<file path="config.mk">
export PLATFORM = sky130hd
export DESIGN_NAME = sub_bytes_seq
export DESIGN_NICKNAME = d
export VERILOG_FILES = /design/src/rtl/sub_bytes_seq.sv
export SDC_FILE = /design/constraint.sdc
export NUM_CORES = 2
export LEC_CHECK = 0
export CAP_MARGIN = 20
export CORE_UTILIZATION = 60
export CTS_CLUSTER_SIZE = 14
export DETAILED_ROUTE_END_ITERATION = 10
export GPL_ROUTABILITY_DRIVEN = 0
export MAX_ROUTING_LAYER = met4
export PLACE_DENSITY = 0.83
export SYNTH_ARGS = -nofsm -noshare
export SYNTH_HDL_FRONTEND = slang
export SYNTH_SLANG_ARGS = --single-unit
</file>
<file path="constraint.sdc">
create_clock -name clk -period 28 [get_ports clk]
set_input_delay 5.6 -clock clk [delete_from_list [all_inputs] [get_ports clk]]
set_output_delay 5.6 -clock clk [all_outputs]
set_load 0.1 [all_outputs]
</file>
<file path="src/rtl/sub_bytes_seq.sv">
// Sequential AES SubBytes engine: LANES S-box lanes sweep the 16-byte state over 16/LANES cycles.
// Forward and inverse substitution share one GF(2^8) inverter per lane.

module sub_bytes_lane #(
    parameter int INV_EN = 1
) (
    input  logic [7:0] b,
    input  logic       inv,
    output logic [7:0] s
);
    function automatic logic [7:0] gmul(input logic [7:0] a_in, input logic [7:0] b_in);
        logic [7:0] a, bb, p;
        a  = a_in;
        bb = b_in;
        p  = 8'h00;
        for (int i = 0; i < 8; i++) begin
            if (bb[0]) p = p ^ a;
            a  = {a[6:0], 1'b0} ^ (a[7] ? 8'h1b : 8'h00);
            bb = {1'b0, bb[7:1]};
        end
        return p;
    endfunction

    // x^254 is the multiplicative inverse in GF(2^8), and maps 0 to 0 as AES requires
    function automatic logic [7:0] ginv(input logic [7:0] x);
        logic [7:0] r, p;
        logic [7:0] e;
        r = 8'h01;
        p = x;
        e = 8'hfe;
        for (int i = 0; i < 8; i++) begin
            if (e[i]) r = gmul(r, p);
            p = gmul(p, p);
        end
        return r;
    endfunction

    function automatic logic [7:0] rotl(input logic [7:0] x, input int n);
        return (x << n) | (x >> (8 - n));
    endfunction

    logic       use_inv;
    logic [7:0] pre, y, fwd;

    assign use_inv = (INV_EN != 0) && inv;
    assign pre     = use_inv ? (rotl(b, 1) ^ rotl(b, 3) ^ rotl(b, 6) ^ 8'h05) : b;
    assign y       = ginv(pre);
    assign fwd     = y ^ rotl(y, 1) ^ rotl(y, 2) ^ rotl(y, 3) ^ rotl(y, 4) ^ 8'h63;
    assign s       = use_inv ? y : fwd;
endmodule

module sub_bytes_seq #(
    parameter int LANES  = 4,
    parameter int INV_EN = 1
) (
    input  logic         clk,
    input  logic         rst,
    input  logic         in_valid,
    output logic         in_ready,
    input  logic [127:0] in_data,
    input  logic         in_inv,
    output logic         out_valid,
    input  logic         out_ready,
    output logic [127:0] out_data,
    output logic         busy
);
    if (LANES != 1 && LANES != 2 && LANES != 4 && LANES != 8 && LANES != 16) begin : g_bad_lanes
        $error("sub_bytes_seq: LANES must be 1, 2, 4, 8 or 16");
    end

    localparam logic [1:0] IDLE = 2'd0;
    localparam logic [1:0] SUB  = 2'd1;
    localparam logic [1:0] DONE = 2'd2;

    // STEP truncates to 0 for LANES=16, which is exactly the wrap we want
    localparam logic [3:0] STEP = 4'(LANES);
    localparam logic [3:0] LAST = 4'(16 - LANES);

    logic [1:0]              state;
    logic [3:0]              idx;
    logic                    mode;
    logic [0:15][7:0]        work, work_nxt;
    logic [LANES-1:0][7:0]   lane_in, lane_out;

    always_comb begin
        lane_in = '0;
        for (int l = 0; l < LANES; l++) lane_in[l] = work[idx + 4'(l)];
    end

    sub_bytes_lane #(.INV_EN(INV_EN)) u_lane [LANES-1:0] (
        .b   (lane_in),
        .inv (mode),
        .s   (lane_out)
    );

    always_comb begin
        work_nxt = work;
        for (int l = 0; l < LANES; l++) work_nxt[idx + 4'(l)] = lane_out[l];
    end

    always_ff @(posedge clk) begin
        if (rst) begin
            state <= IDLE;
            idx   <= '0;
            mode  <= 1'b0;
            work  <= '0;
        end else begin
            case (state)
                IDLE: if (in_valid) begin
                    work  <= in_data;
                    mode  <= in_inv & (INV_EN != 0);
                    idx   <= '0;
                    state <= SUB;
                end
                SUB: begin
                    work <= work_nxt;
                    idx  <= idx + STEP;
                    if (idx == LAST) state <= DONE;
                end
                DONE: if (out_ready) state <= IDLE;
                default: state <= IDLE;
            endcase
        end
    end

    assign in_ready  = (state == IDLE) && !rst;
    assign out_valid = (state == DONE);
    assign out_data  = work;
    assign busy      = (state == SUB) || (state == DONE);
endmodule

</file>
# Yosys cells after proc, flatten, opt, wreduce, memory -nomap -nowiden
# Index checks and enable logic that the tools add are counted.
totals:
  elab_cells: 1721
  output_inout_bits: 131
  reg_bits: 135
classes:
  eq_ne: 6
  muxes: 852
  bitwise: 820
  magnitude_cmp: 8
  reduce_logical: 12
  add_sub_neg: 4
op_table:
  columns: ["operator", "n"]
  rows:
  - ["$xor 8x8->8", 752]
  - ["$mux 8", 440]
  - ["$mux 5", 368]
  - ["$bwmux 128", 4]
  - ["$pmux 128 s2", 1]
  - ["$bmux 8 s4", 4]
  - ["$demux 8 s4", 4]
  - ["$mux 128", 1]
  - ["$or 8x1->8", 8]
  - ["$or 8x3->8", 8]
  - ["$or 8x2->8", 4]
  - ["$or 8x4->8", 4]
  - ["$or 8x6->8", 4]
  - ["$mux 7", 4]
  - ["$not 1->1 const A", 28]
  - ["$mux 6", 4]
  - ["$ge 5x5->1 const B", 4]
  - ["$lt 5x1->1 const B", 4]
  - ["$mux 4", 5]
  - ["$not 4->5", 4]
  - ["$not 4->4", 4]
  - ["$mux 2", 7]
  - ["$mux 3", 4]
  - ["$add 4x2->4 const B", 2]
  - ["18 further kinds", 30]

# Longest topological paths before layout
logic_depth:
  word_depth: 148
  ltp_mapped: 82
  ltp_nobuf: 68

# Modules after synthesis
# From an unflattened synthesis, not the netlist that was laid out.
unflattened:
  hier_cells: 9181
  area_unflattened_um2: 72220.5
modules_own_cells:
  columns: ["mod", "n_inst", "cells_per_inst", "area_each_um2"]
  rows:
  - ["sub_bytes_lane", 4, 2125, 16313.1]
  - ["sub_bytes_seq", 1, 681, 6967.9]

# Worst setup path before layout
# OpenSTA, ideal clock, no wires.
synth_timing:
  path_kind: "register to register"
  start: "reg work (netlist bit out_data[44])"
  end: "reg work (netlist bit out_data[44])"
  arrival_ns: 18.756
  setup_time_ns: 0.086
  required_ns: 27.914
  period_less_slack_ns: 18.842
  slack_ns: 9.158
  path_stages_with_launch: 75
  cell_sequence: "dfxtp_1 > mux4_2 > xor3_1 > a21oi_4 > inv_1 > buf_2 > ha_1 > clkbuf_1 > nor2b_1 > mux2_2 > a221oi_1 > xnor2_1 > inv_1 > clkbuf_1 > clkbuf_1 > ha_1 > clkbuf_1 > nand2_1 > (+39 left out) > xnor3_1 > nor2_1 > xnor3_1 > xnor3_2 > xnor2_2 > and2b_1 > xnor2_1 > a21oi_1 > xnor3_1 > xnor2_1 > xnor2_1 > xnor2_1 > xor2_1 > xor2_1 > xor2_1 > xor2_1 > mux2_2 > a211oi_1"
synth_via:
  elab_chain_cells: 142
  elab_cells_between_ends: 1617
  cone_classes: "mux (833); bitwise (784)"
synth_rtl:
  columns: ["element", "line", "rtl"]
  rows:
  - ["start: declaration", "82", "logic [0:15][7:0] work, work_nxt;"]
  - ["start signal: assignment", "110", "work <= in_data;"]
  - ["start signal: assignment", "116", "work <= work_nxt;"]
  - ["$bmux 8 s4", "87", "for (int l = 0; l < LANES; l++) lane_in[l] = work[idx + 4'(l)];"]
  - ["$mux 8 (not written as such) (2 in a row)", "87", null]
  - ["$or 8x3->8", "39", "return (x << n) | (x >> (8 - n));"]
  - ["$xor 8x8->8 (2 in a row)", "46", "assign pre = use_inv ? (rotl(b, 1) ^ rotl(b, 3) ^ rotl(b, 6) ^ 8'h05) : b;"]
  - ["$mux 8", "46", null]
  - ["$mux 5 or $mux 8 (tied branches)", "18, 17", null]
  - ["$xor 8x8->8, on equally long branches", "18, 17", null]
  - ["$xor 8x8->8 or $mux 8 (tied branches)", "17", "if (bb[0]) p = p ^ a;"]
  - ["(+119 left out)", null, null]
  - ["$xor 8x8->8", "17", null]
  - ["$mux 8", "17", null]
  - ["$or 8x1->8", "39", null]
  - ["$xor 8x8->8 (4 in a row)", "48", "assign fwd = y ^ rotl(y, 1) ^ rotl(y, 2) ^ rotl(y, 3) ^ rotl(y, 4) ^ 8'h63;"]
  - ["$mux 8", "49", "assign s = use_inv ? y : fwd;"]
  - ["$bwmux 128 (3 in a row)", "98", "for (int l = 0; l < LANES; l++) work_nxt[idx + 4'(l)] = lane_out[l];"]
  - ["$bwmux 128 *", "98", null]
  - ["$pmux 128 s2 *", "108", "case (state)"]
# Every way passes the cells marked *; elsewhere a longest branch is shown, timed or not. The select of a mux whose other input is x is not followed.
# A chain may end at the register's enable or synchronous reset.

# Worst setup path in the final report
layout_timing:
  start: "reg idx[3]"
  end: "reg work (netlist bit out_data[110])"
layout_via:
  elab_chain_cells: 144
  elab_cells_between_ends: 1652
  cone_classes: "add/sub (3); order compare (8); mux (845); bitwise (792); reduce/logical (4)"
layout_rtl:
  columns: ["element", "line", "rtl"]
  rows:
  - ["start: declaration", "80", "logic [3:0] idx;"]
  - ["start signal: assignment", "117", "idx <= idx + STEP;"]
  - ["$add 4x1->4 or $not 4->5 (tied branches)", "87, 98", null]
  - ["$not 4->5 (not written as such) or $bmux 8 s4 (tied branches)", "87, 98", null]
  - ["$bmux 8 s4 or $mux 8 (tied branches)", "87", null]
  - ["$mux 8 (not written as such)", "87", null]
  - ["$mux 8 (not written as such) (tied with other cells)", "87", null]
  - ["$or 8x1->8 (tied with other cells)", "39", null]
  - ["$xor 8x8->8", "46", null]
  - ["$xor 8x8->8 (tied with other cells)", "46", null]
  - ["(+126 left out)", null, null]
  - ["$xor 8x8->8 or $or 8x2->8 (tied branches)", "48, 39", null]
  - ["$xor 8x8->8 (2 in a row)", "48", null]
  - ["$xor 8x8->8 or $not 4->4 (tied branches)", null, null]
  - ["$not 4->4 (no source line) or $mux 8 (tied branches)", null, null]
  - ["$mux 8 or $bwmux 128 (tied branches)", "49, 98", null]
  - ["$bwmux 128 (2 in a row)", "98", null]
  - ["$bwmux 128 *", "98", null]
  - ["$pmux 128 s2 *", "108", null]
# Marked as above.

==> flow_metrics.tcl <==
set metrics [dict create \
    cp.required_ns 28.33 \
    maxCapViolations 0 \
    fill_cells 8866 \
    grt_max_degree 88 \
    timing.reg2reg.setup_slack_ns 5.56 \
    synth_top_area_frac 0.217 \
    r2r_start "idx[3]" \
    crit_family "XOR/XNOR gates" \
    cp.arrival_ns 22.77 \
    yosys.area.top_type "xnor2_1" \
    holdBufCountCts 0 \
    whs_path_depth 2 \
    start_util 0.605 \
    synthMuxAreaShare 0.0619 \
    portBuffers 263 \
    firstDrtPassIters 8 \
    io_pins 264 \
    grt_pass1_wl_um 323000 \
    outcome "finished, final reports clean" \
    grt_pass1_vias 60800 \
    synth-edff-count 0 \
    wl_per_cell_um 20.5 \
    slew_viol_final 0 \
    overflow 0 \
    postRouteAntennaNets 0 \
    post_cts_buffers 0 \
    setup_viol 0 \
    cp_max_fo 40 \
    syn_inst 8614 \
    relSlewSlack 0.169 \
    synth_top_family_by_area "XOR/XNOR gates" \
    post_cts_resized 0 \
    ff_latch_area_um2 2670 \
    multi_input_area_um2 59300 \
    synth_xor_area_frac 0.452 \
    clock_sinks 133 \
    root_buffer "clkbuf_16" \
    dieArea_um2 109000 \
    core-area_um2 107000 \
    synth.area.top_cells "xnor2_1 (22%), xnor3_1 (10%), nor2_1 (7.1%)" \
    clock.fmax_ghz 0.0446 \
    syn_to_final_growth_pct 7.49 \
    synthesis.area_um2 64600 \
    drt_iter0_markers 9671 \
    htree_levels 4 \
    hold_class "flip-flop to flip-flop" \
    antenna_found_initial 7 \
    synth-adder-area-share 0.00712 \
    path_common_cell "xnor2_1" \
    min_to "out_data[113]" \
    synth_flop_cell "dfxtp_1" \
    critPathBufInv 7 \
    min_period_ns 22.44 \
    synth_nets 8783 \
    clk_latency_ns 0.50 \
    fin_nets 8737 \
    async_flop_share 0 \
    fp.dieW_um 330 \
    finalClockSkew_ns 0.0215 \
    rows 120 \
    synth-compound-area-share 0.193 \
    yosys.area_share.simple 0.198 \
    hold_viol 0 \
    tritoncts "yes" \
    vias_per_cell 6.60 \
    wl_um 205000 \
    worstSetupPathType "flip-flop to flip-flop" \
    syn_area_per_cell_um2 7.50 \
    start_kind "flip-flop" \
    die_h_um 330 \
    critPathCaptureType "flip-flop" \
    ys_seq_area_frac 0.0412 \
    yosys_warnings 0 \
    hp-start "out_data[113]" \
    synthDistinctLibCells 121 \
    rsz0062_at_grt "false" \
    synthTopCellsByCount "xnor2_1 (1602), nor2_1 (1218), nand2_1 (795)" \
    clkSlewWorstSetupHoldPaths_ns 0.09 \
    cts_buffers 17 \
    synth.most_common_cell "xnor2_1" \
    drc_errors 0 \
    grt.total_usage 0.370 \
    fin_tns_setup_ns 0 \
    hold-worst-slack_ns 0.535 \
    min_period_over_period 0.801 \
    cts_buffer_depth 2 \
    reg2reg_to "out_data[110]" \
    drive_gt1_frac 0.0864 \
    worst_slew_pin_slew_ns 1.25 \
    synth_seq_cells 133 \
    dp_hpwl_um 150000 \
    slowest_stage "nand2_1" \
    r2r_cells 68 \
    vias 65900 \
    crit_path_max_incr_delay_ns 0.77 \
]
==> cells in the final DEF, fill, tap and decap left out, types with 35 or more instances in the layout <==
| master | instances |
|---|---|
| a211oi_1 | 174 |
| a21oi_1 | 466 |
| a22oi_1 | 88 |
| a31oi_1 | 74 |
| and2_1 | 49 |
| and3_1 | 38 |
| buf_4 | 265 |
| clkdlybuf4s50_1 | 259 |
| dfxtp_1 | 130 |
| ha_1 | 36 |
| inv_1 | 93 |
| mux2_2 | 52 |
| mux2i_1 | 228 |
| mux4_2 | 37 |
| nand2_1 | 794 |
| nand2b_1 | 69 |
| nand3_1 | 206 |
| nand4_1 | 35 |
| nor2_1 | 1215 |
| nor2b_1 | 64 |
| nor3_1 | 258 |
| o211ai_1 | 91 |
| o21ai_0 | 332 |
| o21ai_1 | 48 |
| o22ai_1 | 191 |
| or3_1 | 45 |
| xnor2_1 | 1570 |
| xnor2_2 | 137 |
| xnor3_1 | 288 |
| xor2_1 | 426 |
| xor2_2 | 56 |
| xor3_1 | 64 |
==> how the worst max path moves through the flow <==
stage                       startpoint             to  slack, ns  cells after the start
after floorplan           out_data[44]   out_data[44]       9.16                     74
after global placement          idx[3]  out_data[110]       7.18                     70
after detailed placement        idx[3]  out_data[110]       6.26                     68
after CTS                       idx[3]  out_data[110]       6.14                     68
after global routing            idx[3]  out_data[110]       4.32                     70
final                           idx[3]  out_data[110]       5.56                     68
==> metal layers <==
| layer | part of all wire | vias to the layer above | routed length [µm] | track usage |
|---|---|---|---|---|
| met5 | 0 | - | 0 | - |
| met4 | 0.045 | 0 | 9170 | 0.147 |
| met3 | 0.12 | 840 | 25500 | 0.0883 |
| met2 | 0.44 | 4367 | 91000 | 0.563 |
| met1 | 0.39 | 30700 | 79500 | 0.470 |
| li1 | - | 30000 | - | - |
==> flip-flops by register name, summed over array words and instances (netlist names) <==
register	cells
state	2
idx	2
out_data	128
mode	1
==> final cells by class <==
cell class,instances,share of cell area
Sequential cell,133,0.0384
Clock buffer,18,0.00648
Clock inverter,14,0.00248
Multi-Input combinational cell,7772,0.854
Antenna cell,7,0.000252
Tap cell,1403,0.0253
Inverter,114,0.00616
Timing Repair Buffer,530,0.0673
==> per-stage QoR <==
| step | worst slack (ns) | util | std cells | area, µm² |
|---|---|---|---|---|
| final | 5.56 | 0.650 | 9991 | 69500 |
| after global routing | 4.32 | 0.650 | 9991 | 69500 |
| after CTS | 6.14 | 0.649 | 9973 | 69300 |
| after detailed placement | 6.26 | 0.643 | 9941 | 68700 |
| after global placement | 7.18 | 0.643 | 9938 | 68700 |
| after floorplan | 9.16 | - | 8614 | 64600 |
==> worst min-delay path: stages, from the launching register on <==
cell	delay, ns
dfxtp_1	0.33
a21oi_1	0.12
nor2_1	0.04
==> kinds of logic (layout without fill, tap and decap cells) <==
| logic type | Yosys count | after routing |
|---|---|---|
| flops | 133 | 133 |
| simple gates | 2916 | 2916 |
| compound gates | 1907 | 1907 |
| other cells | 0 | 7 |
| buf+inv | 709 | 676 |
| fa+ha+maj | 37 | 37 |
| mux | 335 | 335 |
| xor+xnor | 2577 | 2577 |
Power is left out: the tool's default activity adds up to more than one toggle a clock period on the data nets, which glitch-free logic cannot reach.
